<file path="config.mk">
export PLATFORM = sky130hd
export DESIGN_NAME = seg_scan_driver_flat
export DESIGN_NICKNAME = d
export VERILOG_FILES = /design/src/rtl/seg_scan_driver_if.sv /design/src/rtl/seg_scan_driver.sv /design/src/flat_wrapper.sv
export SDC_FILE = /design/constraint.sdc
export NUM_CORES = 1
export LEC_CHECK = 0
export ABC_CLOCK_PERIOD_IN_PS = 5200
export CORE_MARGIN = 1
export CORE_UTILIZATION = 64
export DETAILED_ROUTE_END_ITERATION = 16
export PLACE_DENSITY = 0.81
export SYNTH_ARGS = -nofsm -noshare
export SYNTH_HDL_FRONTEND = slang
export SYNTH_SLANG_ARGS = --single-unit
</file>
<file path="constraint.sdc">
create_clock -name clk -period 5.2 [get_ports clk]
set_input_delay 0.78 -clock clk [delete_from_list [all_inputs] [get_ports clk]]
set_output_delay 0.78 -clock clk [all_outputs]
set_load 0.01 [all_outputs]
</file>
<file path="src/rtl/seg_scan_driver_if.sv">
// rtl/seg_scan_driver_if.sv - countdown inputs and scanned display outputs of seg_scan_driver
interface seg_scan_driver_if;
  logic [7:0] data;
  logic [7:0] data2;
  logic [6:0] seg;
  logic [3:0] an;
  logic       busy;

  modport master (output data, output data2, input seg, input an, input busy);
  modport slave  (input data, input data2, output seg, output an, output busy);
endinterface

</file>
<file path="src/rtl/seg_scan_driver.sv">
// rtl/seg_scan_driver.sv - double-dabble BCD conversion of two countdowns, scanned onto a 4-digit 7-seg display
module seg_scan_driver #(
  parameter int SCAN_DIV = 50000,
  parameter bit LZ_BLANK = 1'b1
) (
  input  logic             clk,
  input  logic             rst_n,
  seg_scan_driver_if.slave bus
);
  localparam int PW = $clog2(SCAN_DIV);

  typedef enum logic [1:0] {IDLE, CONV_M, CONV_C, COMMIT} state_t;

  state_t      state_q, state_d;
  logic        force_q, force_d;
  logic [7:0]  snap_m_q, snap_m_d, snap_c_q, snap_c_d;
  logic [11:0] acc_q, acc_d, acc_next;
  logic [2:0]  bit_q, bit_d;
  logic [11:0] tmp_m_q, tmp_m_d, tmp_c_q, tmp_c_d;
  logic [15:0] dig_q, dig_d;
  logic        busy_q, busy_d;
  logic [PW-1:0] presc_q, presc_d;
  logic [1:0]  idx_q, idx_d;
  logic        scan_en_q, scan_en_d;
  logic [6:0]  seg_q, seg_d;
  logic [3:0]  an_q, an_d;

  function automatic logic [11:0] dabble_step(input logic [11:0] a, input logic b);
    logic [11:0] t;
    t = a;
    for (int n = 0; n < 3; n++) begin
      if (t[n*4 +: 4] >= 4'd5) t[n*4 +: 4] = t[n*4 +: 4] + 4'd3;
    end
    return {t[10:0], b};
  endfunction

  // Out-of-range values become two dashes; a zero tens digit may be blanked.
  function automatic logic [7:0] digit_pair(input logic [11:0] bcd);
    logic [3:0] tens;
    if (bcd[11:8] != 4'd0) return 8'hEE;
    tens = bcd[7:4];
    if (LZ_BLANK && tens == 4'd0) tens = 4'hF;
    return {tens, bcd[3:0]};
  endfunction

  function automatic logic [6:0] decode(input logic [3:0] c);
    case (c)
      4'd0:    return 7'b0000001;
      4'd1:    return 7'b1001111;
      4'd2:    return 7'b0010010;
      4'd3:    return 7'b0000110;
      4'd4:    return 7'b1001100;
      4'd5:    return 7'b0100100;
      4'd6:    return 7'b0100000;
      4'd7:    return 7'b0001111;
      4'd8:    return 7'b0000000;
      4'd9:    return 7'b0000100;
      4'hE:    return 7'b1111110;
      default: return 7'b1111111;
    endcase
  endfunction

  always_comb begin
    state_d   = state_q;
    force_d   = force_q;
    snap_m_d  = snap_m_q;
    snap_c_d  = snap_c_q;
    acc_d     = acc_q;
    acc_next  = 12'd0;
    bit_d     = bit_q;
    tmp_m_d   = tmp_m_q;
    tmp_c_d   = tmp_c_q;
    dig_d     = dig_q;
    busy_d    = busy_q;
    presc_d   = presc_q;
    idx_d     = idx_q;
    scan_en_d = scan_en_q;
    seg_d     = seg_q;
    an_d      = an_q;

    case (state_q)
      IDLE: begin
        if (force_q || bus.data != snap_m_q || bus.data2 != snap_c_q) begin
          snap_m_d = bus.data;
          snap_c_d = bus.data2;
          force_d  = 1'b0;
          acc_d    = 12'd0;
          bit_d    = 3'd0;
          busy_d   = 1'b1;
          state_d  = CONV_M;
        end
      end
      CONV_M: begin
        acc_next = dabble_step(acc_q, snap_m_q[3'd7 - bit_q]);
        bit_d    = bit_q + 3'd1;
        if (bit_q == 3'd7) begin
          tmp_m_d = acc_next;
          acc_d   = 12'd0;
          state_d = CONV_C;
        end else begin
          acc_d = acc_next;
        end
      end
      CONV_C: begin
        acc_next = dabble_step(acc_q, snap_c_q[3'd7 - bit_q]);
        bit_d    = bit_q + 3'd1;
        if (bit_q == 3'd7) begin
          tmp_c_d = acc_next;
          acc_d   = 12'd0;
          state_d = COMMIT;
        end else begin
          acc_d = acc_next;
        end
      end
      default: begin
        dig_d   = {digit_pair(tmp_c_q), digit_pair(tmp_m_q)};
        busy_d  = 1'b0;
        state_d = IDLE;
      end
    endcase

    // Scan runs regardless of conversion; the display is dark until the first wrap.
    if (presc_q == PW'(SCAN_DIV - 1)) begin
      presc_d   = '0;
      idx_d     = idx_q + 2'd1;
      scan_en_d = 1'b1;
    end else begin
      presc_d = presc_q + 1'b1;
    end

    if (scan_en_q) begin
      an_d  = ~(4'b0001 << idx_q);
      seg_d = decode(dig_q[{idx_q, 2'b00} +: 4]);
    end else begin
      an_d  = 4'b1111;
      seg_d = 7'b1111111;
    end
  end

  always_ff @(posedge clk or negedge rst_n) begin
    if (!rst_n) begin
      state_q   <= IDLE;
      force_q   <= 1'b1;
      snap_m_q  <= 8'd0;
      snap_c_q  <= 8'd0;
      acc_q     <= 12'd0;
      bit_q     <= 3'd0;
      tmp_m_q   <= 12'd0;
      tmp_c_q   <= 12'd0;
      dig_q     <= 16'hFFFF;
      busy_q    <= 1'b0;
      presc_q   <= '0;
      idx_q     <= 2'd0;
      scan_en_q <= 1'b0;
      seg_q     <= 7'b1111111;
      an_q      <= 4'b1111;
    end else begin
      state_q   <= state_d;
      force_q   <= force_d;
      snap_m_q  <= snap_m_d;
      snap_c_q  <= snap_c_d;
      acc_q     <= acc_d;
      bit_q     <= bit_d;
      tmp_m_q   <= tmp_m_d;
      tmp_c_q   <= tmp_c_d;
      dig_q     <= dig_d;
      busy_q    <= busy_d;
      presc_q   <= presc_d;
      idx_q     <= idx_d;
      scan_en_q <= scan_en_d;
      seg_q     <= seg_d;
      an_q      <= an_d;
    end
  end

  assign bus.seg  = seg_q;
  assign bus.an   = an_q;
  assign bus.busy = busy_q;
endmodule
</file>
<file path="src/flat_wrapper.sv">
// flat-port wrapper written by rule: the top's interface ports become plain ports
module seg_scan_driver_flat 
#(
  parameter int SCAN_DIV = 50000,
  parameter bit LZ_BLANK = 1'b1
)
  (clk, rst_n, bus_data, bus_data2, bus_seg, bus_an, bus_busy);
  seg_scan_driver_if bus_i ();
  input  logic clk;
  input  logic rst_n;
  input wire logic [$bits(bus_i.data)-1:0] bus_data;
  input wire logic [$bits(bus_i.data2)-1:0] bus_data2;
  output wire logic [$bits(bus_i.seg)-1:0] bus_seg;
  output wire logic [$bits(bus_i.an)-1:0] bus_an;
  output wire logic [$bits(bus_i.busy)-1:0] bus_busy;
  assign bus_i.data = bus_data;
  assign bus_i.data2 = bus_data2;
  assign bus_seg = bus_i.seg;
  assign bus_an = bus_i.an;
  assign bus_busy = bus_i.busy;
  seg_scan_driver #(.SCAN_DIV(SCAN_DIV), .LZ_BLANK(LZ_BLANK)) u_core (.clk(clk), .rst_n(rst_n), .bus(bus_i));
endmodule
</file>
==> impl_metrics.ini <==
[routing]
wl_per_cell_um = 15.7
first_pass_iters = 4
drc_errors = 0
vias_per_cell = 5.77
ant_nets = 0
vias = 3357
drt-total-wl_mm = 9.14
first_iter_violations = 152

[yosys]
ys_types = 49
ys_async_sr_fraction = 1.00
synth_area_per_cell_um2 = 11.3
synth-main-ff-cell = dfrtp_1
syn_area_mm2 = 0.00510
yosys_register_bits = 105
yosysWarnings = 0
synth_edf_count = 0
syn_inst = 452
seq_area_frac_synth = 0.522
syn-num-nets = 494

[global_route]
overflow = 0
antenna_found_initial = 0
grt_max_degree = 66
grt_use_total = 0.245
grt_pass1_wl_mm = 16.0
grt_pass1_vias = 3400

[pwr]
p_per_area_mw_per_mm2 = 468
ir_drop_v = 0.000365
internal-power_mw = 1.71
p_switching_mw = 0.921
clkPwrFrac = 0.188
p_leak_nw = 2.42
sw_frac_of_total = 0.349
power_frac_seq = 0.461
comb_power_share = 0.351
power.total_mw = 2.64

[critical_path]
worstPathRequired_ps = 5470
crit_path_top_delay_cell = a41o_1
crit_arrival_ps = 3100
cp-end-kind = flip-flop
cp_num_buf_inv = 1
cp_max_fo = 24
crit_family = compound AO/OA/AOI/OAI gates
crit_chain = clkdlybuf4s50_1 -> xnor2_1 -> o2111ai_1 -> a2111oi_4 -> a41o_1 -> o21ai_0 -> o31ai_1
slowest_delay_ps = 710
critPathKind = input port to flip-flop
worstSetupStartpointType = input port

[floorplan]
initial_core_util = 0.660
core_mm2 = 0.00773
die_h_um = 91.3
die_w_um = 91.3
dieArea_mm2 = 0.00834
rows = 32
ios = 30

[layout]
num_antenna_cells = 0
syn_to_final_growth_pct = 10.2
final_layout_size_suffix_gt1_frac = 0.167
fin_util = 0.728
fin_nets = 517

[clocking]
hold_buffers = 0
cts_tree = yes
clk_pin_slew_worst_paths_ps = 100
htreeDepth = 3
post_cts_buffers = 0
root_buffer = clkbuf_8
cts_buffers = 9
post_cts_resized = 0
clk_path_buf_depth = 2
clock_latency_ps = 370
clock_sinks = 105

[run_status]
status = complete, no violations

[timing]
period_share = 0.543
maxSlewViolCount = 0
finalSetupTns_ps = 0
setup_viol = 0
hold_viol = 0
rsz0062_at_grt = no
max_slew_margin = 0.424
skew_ps = 13.6
layout_min_cycle_time_ps = 2820
whs_ps = 472
worst_slew_pin_slew_ps = 862
max_freq_mhz = 354

[run]
maxCapViolCount = 0

[min_path]
hp-class = flip-flop to flip-flop

[place]
place_hpwl_mm = 6.51
gp_congestion = 0.801
io_buffers = 29
## layer usage
metal  vias to the layer above  track usage  share of wire
met1                      1663        0.326           0.46
met4                         0       0.0767          0.015
met2                        68        0.408           0.49
li1                       1610            -              -
met3                        16       0.0494          0.033
met5                         -            0              0
## cell usage in the layout, fill, tap and decap left out, types with 11 or more instances in the layout
cell / instances
nand2_1: 53
clkdlybuf4s50_1: 28
dfrtp_1: 77
dfstp_2: 28
o21ai_0: 35
o31ai_1: 11
xnor2_1: 20
o22a_1: 12
inv_1: 27
xor2_1: 11
ha_1: 24
mux2_2: 13
nor2_1: 26
## per-stage QoR
step / cell area (um^2) / std cells / setup WS, ps
global route: 5630 / 582 / 2240
global placement: 5430 / 566 / 2160
floorplan: 5100 / 452 / 2970
detailed placement: 5430 / 566 / 2030
CTS: 5630 / 582 / 2430
finish: 5630 / 582 / 2380
## synthesized netlist by cell type, drive strengths merged (10+ instances only)
cell type  number  area [um^2]
o22a           12          105
o21ai          35          175
xor2           11         96.3
o31ai          11         82.6
a21oi          10         50.1
dfstp          28          736
mux2           22          282
ha             24          300
buf            10         65.1
dfrtp          77         1930
inv            27          101
nand2          54          205
nor2           26         97.6
xnor2          20          175
## worst reg2reg max path, stage by stage (launching register included)
cell and delay, ps:
dfrtp_1 430, xnor2_1 240, o2111ai_1 210, a2111oi_4 390, a41o_1 710, o21ai_0 230
o31ai_1 100
## power groups by stage
stage               Sequential [mW]  Combinational [mW]  Clock [mW]
finish                         1.21               0.926       0.495
CTS                            1.21               0.928       0.505
global placement               1.22               0.881           0
global route                   1.24                1.02       0.538
detailed placement             1.22               0.923           0
floorplan                      1.16               0.786           0
## worst paths after layout
check | start | slack [ps] | endpoint | depth (start not counted)
worst max-delay path | bus_data2[3] | 2380 | u_core.acc_q[11]$_DFFE_PN0P_ | 7
worst min-delay path | u_core.presc_q[0]$_DFF_PN0_ | 470 | u_core.presc_q[0]$_DFF_PN0_ | 1
worst max register to register | u_core.snap_c_q[3]$_DFFE_PN0P_ | 2780 | u_core.acc_q[11]$_DFFE_PN0P_ | 6
worst min register to register | u_core.presc_q[0]$_DFF_PN0_ | 470 | u_core.presc_q[0]$_DFF_PN0_ | 1
max in group asynchronous | rst_n | 3700 | u_core.dig_q[13]$_DFFE_PN1N_ | 2
min in group asynchronous | rst_n | 490 | u_core.tmp_m_q[0]$_DFFE_PN0P_ | 1
## flip-flops by register name, indices dropped and copies added, names as in the netlist, 4 cells and up
signal,flops
u_core.acc_q,12
u_core.bus.an,4
u_core.bus.seg,7
u_core.dig_q,16
u_core.presc_q,16
u_core.snap_c_q,8
u_core.snap_m_q,8
u_core.tmp_c_q,12
u_core.tmp_m_q,12
## logic make-up after synthesis
group / Yosys count / share of synthesized area
AO/OA/AOI/OAI: 89 / 0.116
XOR/XNOR: 31 / 0.0532
adder cells (fa/ha/maj): 24 / 0.0588
buffers and inverters: 45 / 0.0387
flip-flops: 105 / 0.522
multiplexers: 36 / 0.102
AND/OR/NAND/NOR: 122 / 0.110
## layout make-up
class / instances / area (um^2)
Tap cell: 102 / 128
Sequential cell: 105 / 2660
Inverter: 27 / 101
Fill cell: 534 / 2100
Timing Repair Buffer: 30 / 295
Multi-Input combinational cell: 302 / 2240
Clock inverter: 5 / 43.8
Clock buffer: 11 / 153
Power figures use the tool's default switching activity.
